==> src/rtl/fc_seq_pkg.sv <==
`default_nettype none
// ============================================================================
// Module      : fc_seq_pkg
// Description : Shared constants, state encoding and accumulator type for the
//               fully-connected layer sequencer.
// Revision    : 1.0 - initial release
// ============================================================================
package fc_seq_pkg;

    localparam int c_IN_LEN   = 225;  // flattened features per neuron
    localparam int c_NUM_OUT  = 10;   // output neurons
    localparam int c_DATA_W   = 22;   // signed feature width
    localparam int c_WEIGHT_W = 8;    // signed weight width
    localparam int c_BIAS_W   = 22;   // signed bias width
    localparam int c_IDX_W    = 8;    // feature index width
    localparam int c_ADDR_W   = 12;   // weight ROM address width
    localparam int c_ACC_W    = 38;   // accumulator width (DATA_W+WEIGHT_W+8)

    typedef enum logic [2:0] {
        ST_IDLE   = 3'd0,
        ST_ISSUE  = 3'd1,
        ST_DRAIN  = 3'd2,
        ST_OUTPUT = 3'd3,
        ST_FINISH = 3'd4
    } state_t;

    typedef logic signed [c_ACC_W-1:0] acc_t;

endpackage : fc_seq_pkg
`default_nettype wire

==> src/rtl/fc_mac_unit.sv <==
`default_nettype none
// ============================================================================
// Module      : fc_mac_unit
// Description : Multiply-accumulate datapath for one dense-layer neuron.
//               The feature is registered on issue so it meets the weight,
//               which arrives one cycle after its address. finalize_i loads
//               the result register with acc + last product + bias.
// Ports       : clk, rst        - clock, synchronous active-high reset
//               issue_i         - a feature/address pair is issued this cycle
//               finalize_i      - form the neuron result this cycle
//               clear_i         - zero the accumulator
//               feature_i       - buffer element for the issued index
//               weight_i        - ROM weight for the previous cycle's address
//               bias_i          - bias for the current neuron
//               result_o        - registered neuron result
// Revision    : 1.0 - initial release
// ============================================================================
module fc_mac_unit #(
    parameter int DATA_W   = 22,
    parameter int WEIGHT_W = 8,
    parameter int BIAS_W   = 22,
    parameter int ACC_W    = 38
) (
    input  logic                     clk,
    input  logic                     rst,
    input  logic                     issue_i,
    input  logic                     finalize_i,
    input  logic                     clear_i,
    input  logic signed [DATA_W-1:0]   feature_i,
    input  logic signed [WEIGHT_W-1:0] weight_i,
    input  logic signed [BIAS_W-1:0]   bias_i,
    output logic signed [ACC_W-1:0]    result_o
);

    localparam int PROD_W = DATA_W + WEIGHT_W;

    logic signed [DATA_W-1:0] feature_q;
    logic                     pend_q;      // feature_q holds an unconsumed issue
    logic signed [ACC_W-1:0]  acc_q;
    logic signed [ACC_W-1:0]  result_q;

    logic signed [PROD_W-1:0] w_prod;
    logic signed [ACC_W-1:0]  w_prod_ext;
    logic signed [ACC_W-1:0]  w_bias_ext;
    logic signed [ACC_W-1:0]  w_term;

    // Both operands widened to the full product width before multiplying
    assign w_prod = $signed({{WEIGHT_W{feature_q[DATA_W-1]}}, feature_q})
                  * $signed({{DATA_W{weight_i[WEIGHT_W-1]}}, weight_i});
    assign w_prod_ext = {{(ACC_W-PROD_W){w_prod[PROD_W-1]}}, w_prod};
    assign w_bias_ext = {{(ACC_W-BIAS_W){bias_i[BIAS_W-1]}}, bias_i};
    assign w_term     = pend_q ? w_prod_ext : '0;

    always_ff @(posedge clk) begin
        if (rst) begin
            feature_q <= '0;
            pend_q    <= 1'b0;
            acc_q     <= '0;
            result_q  <= '0;
        end else begin
            pend_q <= issue_i;
            if (issue_i) begin
                feature_q <= feature_i;
            end
            if (clear_i) begin
                acc_q <= '0;
            end else begin
                acc_q <= acc_q + w_term;
            end
            if (finalize_i) begin
                result_q <= acc_q + w_term + w_bias_ext;
            end
        end
    end

    assign result_o = result_q;

endmodule : fc_mac_unit
`default_nettype wire

==> src/rtl/fc_layer_sequencer.sv <==
`default_nettype none
// ============================================================================
// Module      : fc_layer_sequencer
// Description : Sequences the dense layer after the flatten buffer. Walks
//               every neuron over all features, drives buffer index and
//               weight ROM address, and hands each neuron result downstream
//               over a valid/ready handshake.
// Ports       : clk, rst           - clock, synchronous active-high reset
//               i_start            - flatten buffer full (sampled in IDLE)
//               o_feature_idx      - buffer read index
//               i_feature          - buffer element at o_feature_idx
//               o_weight_addr      - weight ROM address
//               i_weight           - ROM data, one cycle after address
//               o_neuron_idx       - current neuron / bias ROM address
//               i_bias             - bias, one cycle after o_neuron_idx
//               o_result           - neuron output
//               o_result_valid     - o_result valid
//               i_result_ready     - downstream accepts result
//               o_busy             - not idle
//               o_done             - pass complete pulse
//               o_buffer_clear     - re-arm pulse for the flatten buffer
// Revision    : 1.0 - initial release
// ============================================================================
module fc_layer_sequencer
    import fc_seq_pkg::*;
#(
    parameter int IN_LEN   = c_IN_LEN,
    parameter int NUM_OUT  = c_NUM_OUT,
    parameter int DATA_W   = c_DATA_W,
    parameter int WEIGHT_W = c_WEIGHT_W,
    parameter int BIAS_W   = c_BIAS_W,
    parameter int IDX_W    = c_IDX_W,
    parameter int ADDR_W   = c_ADDR_W,
    parameter int ACC_W    = c_ACC_W
) (
    input  logic                       clk,
    input  logic                       rst,
    input  logic                       i_start,
    output logic [IDX_W-1:0]           o_feature_idx,
    input  logic signed [DATA_W-1:0]   i_feature,
    output logic [ADDR_W-1:0]          o_weight_addr,
    input  logic signed [WEIGHT_W-1:0] i_weight,
    output logic [3:0]                 o_neuron_idx,
    input  logic signed [BIAS_W-1:0]   i_bias,
    output logic signed [ACC_W-1:0]    o_result,
    output logic                       o_result_valid,
    input  logic                       i_result_ready,
    output logic                       o_busy,
    output logic                       o_done,
    output logic                       o_buffer_clear
);

    state_t            state_q, state_d;
    logic [IDX_W-1:0]  k_q, k_d;
    logic [3:0]        neuron_q, neuron_d;
    logic [ADDR_W-1:0] base_q, base_d;     // neuron*IN_LEN, stepped per neuron
    logic              valid_q, valid_d;

    logic w_issue;
    logic w_finalize;
    logic w_clear;
    logic w_done;

    always_ff @(posedge clk) begin
        if (rst) begin
            state_q  <= ST_IDLE;
            k_q      <= '0;
            neuron_q <= '0;
            base_q   <= '0;
            valid_q  <= 1'b0;
        end else begin
            state_q  <= state_d;
            k_q      <= k_d;
            neuron_q <= neuron_d;
            base_q   <= base_d;
            valid_q  <= valid_d;
        end
    end

    always_comb begin
        state_d    = state_q;
        k_d        = k_q;
        neuron_d   = neuron_q;
        base_d     = base_q;
        valid_d    = valid_q;
        w_issue    = 1'b0;
        w_finalize = 1'b0;
        w_clear    = 1'b0;
        w_done     = 1'b0;
        case (state_q)
            ST_IDLE: begin
                if (i_start) begin
                    state_d  = ST_ISSUE;
                    k_d      = '0;
                    neuron_d = '0;
                    base_d   = '0;
                    w_clear  = 1'b1;
                end
            end
            ST_ISSUE: begin
                w_issue = 1'b1;
                if (k_q == IDX_W'(IN_LEN - 1)) begin
                    state_d = ST_DRAIN;
                end else begin
                    k_d = k_q + 1'b1;
                end
            end
            ST_DRAIN: begin
                w_finalize = 1'b1;
                valid_d    = 1'b1;
                state_d    = ST_OUTPUT;
            end
            ST_OUTPUT: begin
                // Index and address stay frozen while the result is stalled
                if (i_result_ready) begin
                    valid_d = 1'b0;
                    w_clear = 1'b1;
                    k_d     = '0;
                    if (neuron_q == 4'(NUM_OUT - 1)) begin
                        state_d = ST_FINISH;
                    end else begin
                        neuron_d = neuron_q + 1'b1;
                        base_d   = base_q + ADDR_W'(IN_LEN);
                        state_d  = ST_ISSUE;
                    end
                end
            end
            ST_FINISH: begin
                w_done  = 1'b1;
                state_d = ST_IDLE;
            end
            default: begin
                state_d = ST_IDLE;
            end
        endcase
    end

    fc_mac_unit #(
        .DATA_W   (DATA_W),
        .WEIGHT_W (WEIGHT_W),
        .BIAS_W   (BIAS_W),
        .ACC_W    (ACC_W)
    ) u_mac (
        .clk        (clk),
        .rst        (rst),
        .issue_i    (w_issue),
        .finalize_i (w_finalize),
        .clear_i    (w_clear),
        .feature_i  (i_feature),
        .weight_i   (i_weight),
        .bias_i     (i_bias),
        .result_o   (o_result)
    );

    assign o_feature_idx  = k_q;
    assign o_weight_addr  = base_q + ADDR_W'(k_q);
    assign o_neuron_idx   = neuron_q;
    assign o_result_valid = valid_q;
    assign o_busy         = (state_q != ST_IDLE);
    assign o_done         = w_done;
    assign o_buffer_clear = w_done;

endmodule : fc_layer_sequencer
`default_nettype wire

==> config.mk <==
export PLATFORM = sky130hd
export DESIGN_NAME = fc_layer_sequencer
export DESIGN_NICKNAME = d
export VERILOG_FILES = /design/src/rtl/fc_seq_pkg.sv /design/src/rtl/fc_mac_unit.sv /design/src/rtl/fc_layer_sequencer.sv
export SDC_FILE = /design/constraint.sdc
export NUM_CORES = 1
export LEC_CHECK = 0
export ABC_AREA = 0
export BUFFER_PORTS_ARGS = -buffer_cell sky130_fd_sc_hd__buf_2
export CAP_MARGIN = 20
export CORE_MARGIN = 4
export CORE_UTILIZATION = 55
export DETAILED_ROUTE_END_ITERATION = 8
export MAX_ROUTING_LAYER = met4
export PLACE_DENSITY = 0.74
export SYNTH_ARGS = -nofsm -noshare
export SYNTH_HDL_FRONTEND = slang
export SYNTH_HIERARCHICAL = 1
export SYNTH_SLANG_ARGS = --single-unit
==> constraint.sdc <==
create_clock -name clk -period 20.7 [get_ports clk]
set_input_delay 2.07 -clock clk [delete_from_list [all_inputs] [get_ports clk]]
set_output_delay 2.07 -clock clk [all_outputs]
set_load 0.01 [all_outputs]
==> results by stage, run 1 <==
Worst setup path:
- The biggest cell delay along the critical path is 0.66 ns.
- The critical path's top delay family is compound AO/OA/AOI/OAI gates.
- The category of the critical setup timing path is input pin to register.
- The most repeated library cell on the critical path is sky130_fd_sc_hd__fa_1.
- On the critical path, the stage with the largest delay is an instance of sky130_fd_sc_hd__fa_1.
- Data arrives at the worst endpoint at 11.34 ns.
- The critical path contains buffers and inverters numbering 5 combined.
- Data on the critical path is required at its endpoint by 20.99 ns.
- The kind of end point of the critical path is a register.
- In this run the worst path has a maximum fanout of 18.
- The startpoint type of the worst setup path is an input pin.

Timing:
- The total count of hold-check failures in the final report is 0.
- The final critical path time including I/O delays and setup is 11.05 ns.
- The max-slew violation count is 0.
- Measured against its own limit, the worst slew margin works out to 0.4269.
- At the pin with the least slew margin, the transition time is 0.8596 ns.
- The setup skew after layout is 0.02350 ns.
- In the finished design, the share of the clock period the worst path needs comes to 0.5337.
- Derived from the worst setup path, the maximum achievable clock frequency is 90.52 MHz.
- The count of final setup violators is 0.
- Adding up every negative setup slack in the final design gives 0 ns.
- Setup repair after global routing left no endpoint under its margin.

Drt:
- Summed over all layers, the routed wires come to 33910 µm.
- The starting DRC count in detailed routing is 662.
- Across all layers, the routed design uses 12010 vias.
- The detailed-routing iteration count for the pre-antenna-repair pass is 5.
- Once detail routing completed, the nets flagged for antenna violations numbered 0.
- The DRC violation count after routing is 0.
- In the final routed layout, each cell accounts on average for 15.50 µm.
- In the routed layout, each cell is associated on average with a via count of 5.491.

Yosys:
- The portion of synthesized cell area occupied by the leading cell type is 0.1915.
- Of the total synthesized cell area, the portion taken by XOR and XNOR cells is 0.07078.
- The total of warnings raised by yosys is 6.
- For this run, the leading register cell type out of synthesis is sky130_fd_sc_hd__dfxtp_1.
- The synthesized design contains 127 register bits.
- The synthesized design contains 0 enable-type register cells.
- The number of cells produced by synthesis is 1745.
- Synthesis produced a netlist with a net count of 2088.
- Of the total synthesized cell area, the portion taken by AND, OR, NAND and NOR gates is 0.2037.
- Counting flops with an async set or reset pin after synthesis yields a share of 0.
- After synthesis, the cell types taking the most area are sky130_fd_sc_hd__fa_1, sky130_fd_sc_hd__dfxtp_1, sky130_fd_sc_hd__ha_1, sky130_fd_sc_hd__and2_1, sky130_fd_sc_hd__inv_1.
- The post-synthesis mux area share is 0.03438.
- The commonest cells after synthesis are sky130_fd_sc_hd__inv_1, sky130_fd_sc_hd__and2_1, sky130_fd_sc_hd__nor2_1.
- Of the total synthesized cell area, the portion taken by full adders, half adders and majority gates is 0.3136.
- Averaged over all synthesized cells, the footprint is 8.509 µm².
- The synthesized design spends more area on one cell type than any other, namely sky130_fd_sc_hd__fa_1.
- The distinct cell type count of the synthesized netlist is 75.
- The post-synthesis instance area is 14850 µm².
- Yosys instantiated no cell more often than sky130_fd_sc_hd__inv_1.
- The fraction of the mapped netlist area in compound gates was 0.1374.
- After synthesis, the largest family of logic cells by area is adder cells.
- The part of the Yosys area used for sequential elements is 0.1712.

Pwr:
- The leakage power is 8.093 nW.
- The power per cell area is 74.95 nW/µm².
- The power consumption is 1.224 mW.
- Across the VDD grid, the largest voltage drop is 55.22 µV.

Clocking:
- The number of cells upsized or downsized after cts is 0.
- The clock net sink count is 127.
- The number of buffers created by CTS is 17.
- Clock tree synthesis selected as its root buffer the cell sky130_fd_sc_hd__clkbuf_16.
- The number of buffers on the longest clock path is 2.
- TritonCTS built the clock tree.
- After clock tree synthesis, the setup repair step added 0 buffers.
- The clock tree synthesis step divided the H-tree into 4 levels.
- After clock tree synthesis, the clock-pin slew on the worst setup and hold paths is 0.07 ns.
- After clock tree synthesis, the flow added hold-fix buffers numbering 0.
- The worst-skew pair later-pin latency is 0.43 ns.

Floorplan:
- The I/O pin total is 122.
- The die covers 29690 µm².
- The die outline height is 172.3 µm.
- The area of the core region is 26280 µm².
- The number of rows created at floorplan is 59.
- For this configuration, the core starts out at a cell density of 0.5650.
- In this run the horizontal extent of the chip is 172.3 µm.

Outcome:
- The flow ran to the end, and the final reports show no timing, DRC or antenna violations.

Cells and area:
- Of the cells placed in the final design, the portion with a size suffix greater than 1 is 0.09897.
- The number of nets at the end of the flow is 2179.
- Relative to the synthesized area, the layout overhead comes to 10.00%.

Global routing:
- The via count of the first global-routing pass is 12350.
- The global-route usage over all layers is 0.2468.
- The first global-routing pass estimated 58750 µm of wire.
- The initial antenna violation count came to 5.
- Entering global routing, the biggest net connects 80 pins.
- The total grt overflow is 0.

Placement:
- The routability congestion estimate is 0.9373.
- In this run the tool buffered the top-level ports with 121 buffer cells.
- Detailed placement ended at an HPWL of 26640 µm.

Job:
- Across the run, the number of max-cap violations was 0.

Min path:
- The class of the tightest hold or removal check is register to register.
-- layout by cell type (no fill, tap or decap), types with 46 or more instances in the layout --
cell / n
sky130_fd_sc_hd__a21o_1: 49
sky130_fd_sc_hd__a21oi_1: 98
sky130_fd_sc_hd__and2_1: 183
sky130_fd_sc_hd__buf_2: 121
sky130_fd_sc_hd__dfxtp_1: 127
sky130_fd_sc_hd__fa_1: 142
sky130_fd_sc_hd__ha_1: 145
sky130_fd_sc_hd__inv_1: 213
sky130_fd_sc_hd__mux2i_1: 51
sky130_fd_sc_hd__nand2_1: 90
sky130_fd_sc_hd__nor2_1: 163
sky130_fd_sc_hd__o21ai_0: 54
sky130_fd_sc_hd__xnor2_1: 74
sky130_fd_sc_hd__xor2_1: 46
-- stage by stage --
stage | utilization | cells | worst slack, ns | hold slack [ns] | cell area [µm²]
floorplan | - | 1745 | 10.14 | 0.4697 | 14850
global placement | 0.5975 | 2152 | 9.442 | 0.4692 | 15700
detailed placement | 0.5975 | 2152 | 9.287 | 0.4806 | 15700
CTS | 0.6211 | 2184 | 9.709 | 0.4940 | 16320
global route | 0.6215 | 2188 | 8.975 | 0.5080 | 16330
finish | 0.6215 | 2188 | 9.653 | 0.4955 | 16330
-- flip-flops by register name, summed over array words and instances (netlist names) --
signal,cells
u_mac/acc_q,38
u_mac/result_o,38
u_mac/feature_q,22
base_q,12
o_feature_idx,8
o_neuron_idx,4
state_q,3
o_result_valid,1
u_mac/pend_q,1
-- per-layer routing --
metal | vias up | routed length, µm | global-route usage
met2 | 277 | 15460 | 0.3854
met3 | 47 | 1686 | 0.04230
met4 | 0 | 632 | 0.06801
li1 | 5963 | - | -
met5 | - | 0 | -
met1 | 5727 | 16130 | 0.3337
-- tightest hold or removal path, stage by stage (launching register included) --
cell	delay, ns
sky130_fd_sc_hd__dfxtp_1	0.32
sky130_fd_sc_hd__nand2b_1	0.06
sky130_fd_sc_hd__o22ai_1	0.07
-- cells by family (layout without fill, tap and decap cells) --
| kind of cell | count (synthesis) | after routing |
|---|---|---|
| AND/OR/NAND/NOR | 585 | 585 |
| flip-flops | 127 | 127 |
| adder cells (fa/ha/maj) | 287 | 287 |
| buffers and inverters | 268 | 372 |
| multiplexers | 51 | 51 |
| other | 0 | 4 |
| XOR/XNOR | 120 | 120 |
| AO/OA/AOI/OAI | 307 | 307 |
-- final timing paths --
path | start | to | slack [ns] | cells after the start
worst min-delay path | u_mac/result_o[34] | u_mac/result_o[34] | 0.50 | 2
worst max-delay path | i_weight[7] | u_mac/result_o[37] | 9.65 | 39
worst min register to register | u_mac/result_o[34] | u_mac/result_o[34] | 0.50 | 2
worst max register to register | u_mac/feature_q[4] | u_mac/result_o[37] | 11.44 | 39
-- power by group --
part           total (mW)  switching, mW  internal [mW]  leakage (nW)
logic               0.626          0.361          0.265          6.76
registers           0.270         0.0121          0.257          1.03
clock network       0.329          0.132          0.196         0.301
total                1.22          0.506          0.718          8.09
-- cell type report --
type | count | area [µm²]
diodes | 4 | 10.01
clock buffers | 19 | 442.9
clock inverters | 13 | 178.9
fillers | 2299 | 9947
inverters | 214 | 803.3
multi-input cells | 1350 | 11290
flip-flops and latches | 127 | 2542
well taps | 335 | 419.2
repair buffers | 126 | 643.1
No activity file was read; power rests on OpenSTA's default activity.
==> inputs of run 2 (changes only) <==
==> constraint.sdc (replaced) <==
create_clock -name clk -period 11.5 [get_ports clk]
set_input_delay 1.15 -clock clk [delete_from_list [all_inputs] [get_ports clk]]
set_output_delay 1.15 -clock clk [all_outputs]
set_load 0.01 [all_outputs]
==> run 2 against run 1 <==
  * Non-clock buffer count is the same
  * Clock power is 67% higher
  * Worst setup slack lost 8.3 ns
  * Largest power group unchanged
  * Combinational power increased by 81%
  * Critical path depth grew 1
  * Die area did not move
  * Utilization down 0.17 points
  * Sequential power grew 80%
==> results by stage, run 2 (same netlist as run 1, synthesis figures left out) <==
Clocking:
- The number of hold buffers added after CTS was 0.
- The clock net in this run drives a total of 127 sinks.
- The number of gates resized after CTS was 0.
- The worst-skew pair later-pin latency is 0.43 ns.
- Clock-pin slew was measured on the worst setup and hold paths at 0.08 ns.
- The number of buffers created by CTS is 17.
- The cell sitting at the root of the clock tree is a sky130_fd_sc_hd__clkbuf_16.
- The TritonCTS clock tree is built.
- The post-CTS setup-driven buffer insertion count is 0.
- The number of buffers on the longest clock path is 2.
- The H-tree level count is 4.

Floorplan:
- The initial utilization of the core area, before any placement, comes to 0.5650.
- Measured along the y axis, the die boundary spans 172.3 µm.
- The area enclosed by the die boundary is 29690 µm².
- The area of the core region is 26280 µm².
- For this design the top-level I/O count stands at 122.
- The overall die width is 172.3 µm.
- In this run the core area contains 59 standard-cell rows.

Timing:
- The total count of hold-check failures in the final report is 0.
- The top achievable clock speed is 98.96 MHz.
- Headroom to the max-slew limit came out at 0.4299.
- Dividing the final minimum period by the clock period gives 0.8787.
- The final critical path time including I/O delays and setup is 10.11 ns.
- Setup repair after global routing left no endpoint under its margin.
- The max-slew violation count is 0.
- The count of final setup violators is 0.
- In the final timing run, aggregate negative setup slack is 0 ns.
- For the pin with the worst max-slew slack, the measured transition is 0.8336 ns.
- The setup skew after layout is 0.02967 ns.

Worst setup path:
- Following the worst setup path forward leads to its endpoint at u_mac/result_o[37].
- Together, buffers and inverters on the worst path number 5.
- Data on the critical path is required at its endpoint by 11.81 ns.
- The biggest cell delay along the critical path is 0.67 ns.
- The category of the critical setup timing path is input pin to register.
- For flop-to-flop paths, the worst setup slack is 2.29 ns.
- The slowest stage of the critical path belongs to the cell sky130_fd_sc_hd__fa_1.
- The largest driver fanout on the critical path is 18.
- In this run the critical register-to-register path is captured at u_mac/result_o[37].
- The cell depth of the worst setup path is 40.
- The startpoint of the worst-slack reg-to-reg timing path is u_mac/feature_q[4].
- The critical path's top delay family is compound AO/OA/AOI/OAI gates.
- STA classifies the critical path startpoint as an input pin.
- STA classifies the critical path endpoint as a register.
- The critical path starts at i_weight[7].
- For the worst flop-to-flop path, the logic depth is 40.
- Data arrives at the worst endpoint at 10.41 ns.

Placement:
- The routability congestion estimate is 0.9374.
- The HPWL after detailed placement is 26550 µm.
- The placed instance count is 2152.
- Buffers placed on the I/O ports in this run total 121.

Drt:
- The starting DRC count in detailed routing is 807.
- The detailed-routing iteration count for the pre-antenna-repair pass is 5.
- The routed design has 33740 µm of wire.
- In the routed layout, each cell is associated on average with a via count of 5.472.
- The DRC violation count after routing is 0.
- The detail route stage leaves a number of antenna-violating nets equal to 0.
- Summing over every cut layer, the via total after detailed routing is 11980.
- The average wire per standard cell is 15.42 µm.

Global routing:
- The first global-routing pass estimated 57480 µm of wire.
- The via count of the first global-routing pass is 12150.
- Across every metal layer, demand over resource in global routing totals 0.2419.
- The total grt overflow is 0.
- Entering global routing, the biggest net connects 80 pins.
- The initial antenna violation count is 4.

Cells and area:
- After the last flow step, the layout net total stands at 2179.
- The most common cell after layout, fill and taps aside is sky130_fd_sc_hd__inv_1.
- The relative area change from synthesis to final layout is 9.699%.
- The fraction of layout instances using a drive strength above 1 is 0.09897.
- The count of cells in the finished layout, fillers not included, comes to 2189.
- The library cells used most frequently in the layout, excluding fill and tap cells, are sky130_fd_sc_hd__inv_1, sky130_fd_sc_hd__and2_1, sky130_fd_sc_hd__nor2_1.

Min path:
- The class of the tightest hold or removal check is register to register.

Outcome:
- The flow ran to the end, and the final reports show no timing, DRC or antenna violations.

Job:
- Max-cap violations in this run came to 0.

Pwr:
- The power per cell area is 132.8 nW/µm².
- For this design the static power due to leakage is 8.065 nW.
- The worst vdd rail ir drop is 107.1 µV.
## run 2: routing by layer
| layer | track usage | up-vias | share of wire |
|---|---|---|---|
| met3 | 0.03978 | 37 | 0.048 |
| met5 | - | - | 0 |
| met4 | 0.05947 | 0 | 0.015 |
| met2 | 0.3845 | 273 | 0.46 |
| met1 | 0.3256 | 5710 | 0.48 |
| li1 | - | 5959 | - |
## run 2: how the worst min path moves through the flow
stage | start | to | cells past startpoint
floorplan | base_q[11] | base_q[11] | 2
global route | u_mac/result_o[2] | u_mac/result_o[2] | 2
CTS | u_mac/result_o[2] | u_mac/result_o[2] | 2
finish | u_mac/result_o[1] | u_mac/result_o[1] | 2
global placement | u_mac/result_o[1] | u_mac/result_o[1] | 2
detailed placement | u_mac/result_o[2] | u_mac/result_o[2] | 2
## run 2: through the flow
stage | power (mW) | hold WS (ns) | util | setup slack [ns] | instance area (µm²)
after floorplan | 1.355 | 0.4697 | - | 1.864 | 14850
after global placement | 1.581 | 0.4692 | 0.5975 | 1.162 | 15700
after detailed placement | 1.595 | 0.4794 | 0.5975 | 1.035 | 15700
after CTS | 2.168 | 0.4904 | 0.6193 | 1.458 | 16280
after global routing | 2.343 | 0.5081 | 0.6197 | 0.7613 | 16290
final | 2.163 | 0.4898 | 0.6198 | 1.395 | 16290
## run 2: final cells by class
cell class,instances,area (µm²)
Antenna cell,5,12.51
Clock buffer,18,429.2
Clock inverter,14,145.1
Fill cell,2297,9992
Inverter,214,803.3
Multi-Input combinational cell,1350,11290
Sequential cell,127,2542
Tap cell,335,419.2
Timing Repair Buffer,126,643.1
## run 2: worst reg2reg max path: cells and delay by family, from the launching register on
family,cells,cell delay [ns]
compound gates,20,4.30
buf+inv,2,0.09
flops,1,0.53
mux,1,0.17
xor+xnor,2,0.21
simple gates,7,0.91
fa+ha+maj,8,2.89
## run 2: power breakdown
part / switching [mW] / leakage (nW) / internal [mW]
Clock: 0.244 / 0.273 / 0.306
Sequential: 0.0219 / 1.03 / 0.463
Combinational: 0.652 / 6.76 / 0.476
==> inputs of run 3 (changes only) <==
--- a/config.mk
+++ b/config.mk
@@ -15,5 +15,4 @@
 export PLACE_DENSITY = 0.74
 export SYNTH_ARGS = -nofsm -noshare
 export SYNTH_HDL_FRONTEND = slang
-export SYNTH_HIERARCHICAL = 1
 export SYNTH_SLANG_ARGS = --single-unit
==> run 3 against run 2 <==
  * Design area decreased by 0.78%
  * Worst hold slack lost 0.042 ns
  * Clock-buffer cell count stayed put
  * Clock skew shrank 0.016 ns
  * Register-to-register slack gained 0.04 ns
  * Synthesized cell count increased by 2.8%
  * Total power shrank 4.8%
  * Synthesized area is 0.88% lower
  * Sequential power fell by 1%
  * Critical endpoint is now u_mac.result_o[31]
==> results by stage, run 3 <==
Global routing:
- The first-pass GRT wire length is 59840 µm.
- The via count of the first global-routing pass was 12540.
- The initial antenna violation count is 0.
- For this run, the total global-route usage over all layers was measured as 0.2534.
- The total grt overflow is 0.
- Entering global routing, the biggest net connects 82 pins.

Yosys:
- In the post-synthesis netlist, the biggest area contributors are sky130_fd_sc_hd__fa_1, sky130_fd_sc_hd__dfxtp_1, sky130_fd_sc_hd__ha_1, sky130_fd_sc_hd__and2_1, sky130_fd_sc_hd__inv_1.
- Counting flops with a built-in enable in the synthesized netlist gives 0.
- The post-synthesis net count is 2135.
- The synthesized design spends more area on one cell type than any other, namely sky130_fd_sc_hd__fa_1.
- The number of register bits inferred by synthesis is 127.
- During synthesis, Yosys emitted a total of 0 warnings.
- After synthesis, the netlist uses 68 different library cells.
- The portion of synthesized cell area occupied by the leading cell type is 0.1932.
- After technology mapping, the gate count stands at 1793.
- In this run the mean area of a mapped cell was 8.208 µm².
- The cell area that synthesis handed to floorplanning was 14720 µm².
- For this run, the register share of the synthesized area comes to 0.1728.
- The commonest cells after synthesis are sky130_fd_sc_hd__inv_1, sky130_fd_sc_hd__nand2_1, sky130_fd_sc_hd__and2_1.
- The most frequent cell after synthesis is sky130_fd_sc_hd__inv_1.
- The proportion of register bits with asynchronous set or reset after synthesis is 0.
- For this run, the leading register cell type out of synthesis is sky130_fd_sc_hd__dfxtp_1.

Drt:
- After detailed routing, the number of vias per cell comes to 5.641.
- The total length of routed wires is 35460 µm.
- The first detailed-routing pass ran for 4 iterations.
- The via count is 12560.
- The DRC violation count after routing is 0.
- The starting DRC count in detailed routing is 727.
- Dividing the detail-routed wire length by the instance count gives 15.93 µm.
- The remaining antenna violation count is 0.

Worst setup path:
- The startpoint type of the worst setup path is an input pin.
- The startpoint of the most critical setup path is i_weight[3].
- The worst endpoint data arrival time is 10.13 ns.
- The end of the worst register-to-register path is u_mac.result_o[31].
- The worst setup path is captured at a register.
- The biggest cell delay along the critical path is 0.56 ns.
- The largest driver fanout on the critical path is 22.
- The cell with the largest stage delay on the worst path is sky130_fd_sc_hd__fa_1.
- The critical path in this run is classified as input pin to register.
- The most repeated library cell on the critical path is sky130_fd_sc_hd__fa_1.
- The worst register-to-register path begins at u_mac.feature_q[5].
- The logic depth of the worst register-to-register path is 35.
- The required arrival time at the worst endpoint is 11.88 ns.
- In this run the register-to-register setup slack is 2.33 ns.
- The worst setup path endpoint is u_mac.result_o[31].

Timing:
- Headroom to the max-slew limit came out at 0.3054.
- The max-slew violation count is 0.
- Setup repair after global routing left no endpoint under its margin.
- In the finished design, the share of the clock period the worst path needs comes to 0.8477.
- For this run, the top clock speed supported by timing is 102.6 MHz.
- After layout, the minimum clock period comes to 9.748 ns.
- The count of final setup violators is 0.
- The final worst setup slack is 1.752 ns.
- On the final layout, the worst clock skew is 0.01403 ns.
- The worst hold slack across all endpoints is 0.4475 ns.
- The total count of hold-check failures in the final report is 0.
- Adding up every negative setup slack in the final design gives 0 ns.
- The transition time at the pin with the least slew margin is 1.042 ns.

Floorplan:
- Measured along the y axis, the die boundary spans 171.6 µm.
- The core region is 26210 µm².
- The die is 171.6 µm wide.
- The I/O pin total is 122.
- The area enclosed by the die boundary is 29440 µm².
- For this configuration, the core starts out at a cell density of 0.5616.
- The floorplan has 59 rows.

Clocking:
- The master cell of the clock root buffer is sky130_fd_sc_hd__clkbuf_16.
- Hold repair after CTS inserted 0 buffers.
- The number of buffers on the longest clock path is 2.
- The clock transition at the register clock pins on the worst setup and hold paths after CTS is 0.07 ns.
- CTS built an H-tree with a depth of 4.
- The number of cells upsized or downsized after cts is 0.
- The clock net sink count is 127.
- The clock reaches the later pin of the worst-skew pair after 0.44 ns.
- The TritonCTS clock tree is built.
- The post-CTS setup-driven buffer insertion count is 0.
- The number of buffers created by CTS is 17.

Placement:
- The placed instance count is 2194.
- Input and output buffers added on the ports amount to 121.
- Detailed placement ended at an HPWL of 27510 µm.
- At the end of routability-driven placement, the weighted congestion stood at 0.9156.
- The instance area after placement is 15560 µm².
- OpenSTA, run right after detailed placement, puts the worst setup slack at 1.433 ns.

Cells and area:
- Once layout is complete, the utilization of the core stands at 0.6167.
- The relative area change from synthesis to final layout is 9.820%.
- 0 antenna diodes ended up in the layout.
- The count of cells in the finished layout, fillers not included, comes to 2226.
- The area of all placed cells without fillers is 16160 µm².
- In the final layout, the share of cells above drive strength 1 is 0.08884.
- At the end of the flow, the number of nets in the layout was 2220.
- Leaving out fill and tap cells, the most frequent cells in the layout are sky130_fd_sc_hd__inv_1, sky130_fd_sc_hd__nand2_1, sky130_fd_sc_hd__and2_1.
- The most common cell after layout, fill and taps aside is sky130_fd_sc_hd__inv_1.

Min path:
- The tightest min-delay check is of the register to register type.

Job:
- The number of maximum-capacitance violations is 0.

Pwr:
- In this run the power density over the cells is 127.4 nW/µm².
- The worst vdd rail ir drop is 118.3 µV.
- The power consumption is 2.060 mW.
- The analysis attributes to cell leakage a power of 8.143 nW.

Outcome:
- The flow ran to the end, and the final reports show no timing, DRC or antenna violations.
run 3: worst max-delay path, delay by kind of cell:
family | cells | cell delay [ns]
XOR/XNOR | 1 | 0.16
AO/OA/AOI/OAI | 13 | 3.00
adder cells (fa/ha/maj) | 7 | 3.17
AND/OR/NAND/NOR | 11 | 1.89
buffers and inverters | 3 | 0.48
multiplexers | 1 | 0.25
run 3: report_power, final:
group / internal (mW) / total [mW] / switching, mW
Combinational: 0.414 / 1.00 / 0.590
Clock: 0.329 / 0.577 / 0.249
Sequential: 0.459 / 0.479 / 0.0197
Total: 1.20 / 2.06 / 0.858
run 3: logic make-up after synthesis:
logic type | after synthesis | synth area share
and+or+nand+nor | 616 | 0.2118
muxes | 5 | 0.003401
AOI/OAI and AO/OA | 378 | 0.1630
DFF | 127 | 0.1728
buffers and inverters | 275 | 0.07040
xor gates and xnor gates | 106 | 0.06308
adders and majority gates | 286 | 0.3156
run 3: per-layer routing:
metal	wire [µm]	vias up	part of all wire	GRT usage
met4	674	0	0.019	0.06304
li1	-	6120	-	-
met1	15900	6157	0.45	0.3165
met5	0	-	0	-
met3	1234	46	0.035	0.03930
met2	17650	233	0.50	0.4326
run 3: final cells by class:
type,count,area [µm²]
Multi-Input combinational cell,1391,11140
Tap cell,335,419.2
Timing Repair Buffer,127,650.6
Sequential cell,127,2542
Clock buffer,18,429.2
Fill cell,2315,10040
Clock inverter,14,172.7
Inverter,214,803.3
run 3: how the worst min path moves through the flow:
stage | from | to | slack [ns] | cells after the start
floorplan | u_mac.result_o[11] | u_mac.result_o[11] | 0.48 | 2
global placement | u_mac.result_o[24] | u_mac.result_o[24] | 0.44 | 2
detailed placement | u_mac.result_o[17] | u_mac.result_o[17] | 0.44 | 2
CTS | u_mac.result_o[17] | u_mac.result_o[17] | 0.45 | 2
global route | u_mac.result_o[0] | u_mac.result_o[0] | 0.47 | 2
finish | u_mac.result_o[17] | u_mac.result_o[17] | 0.45 | 2
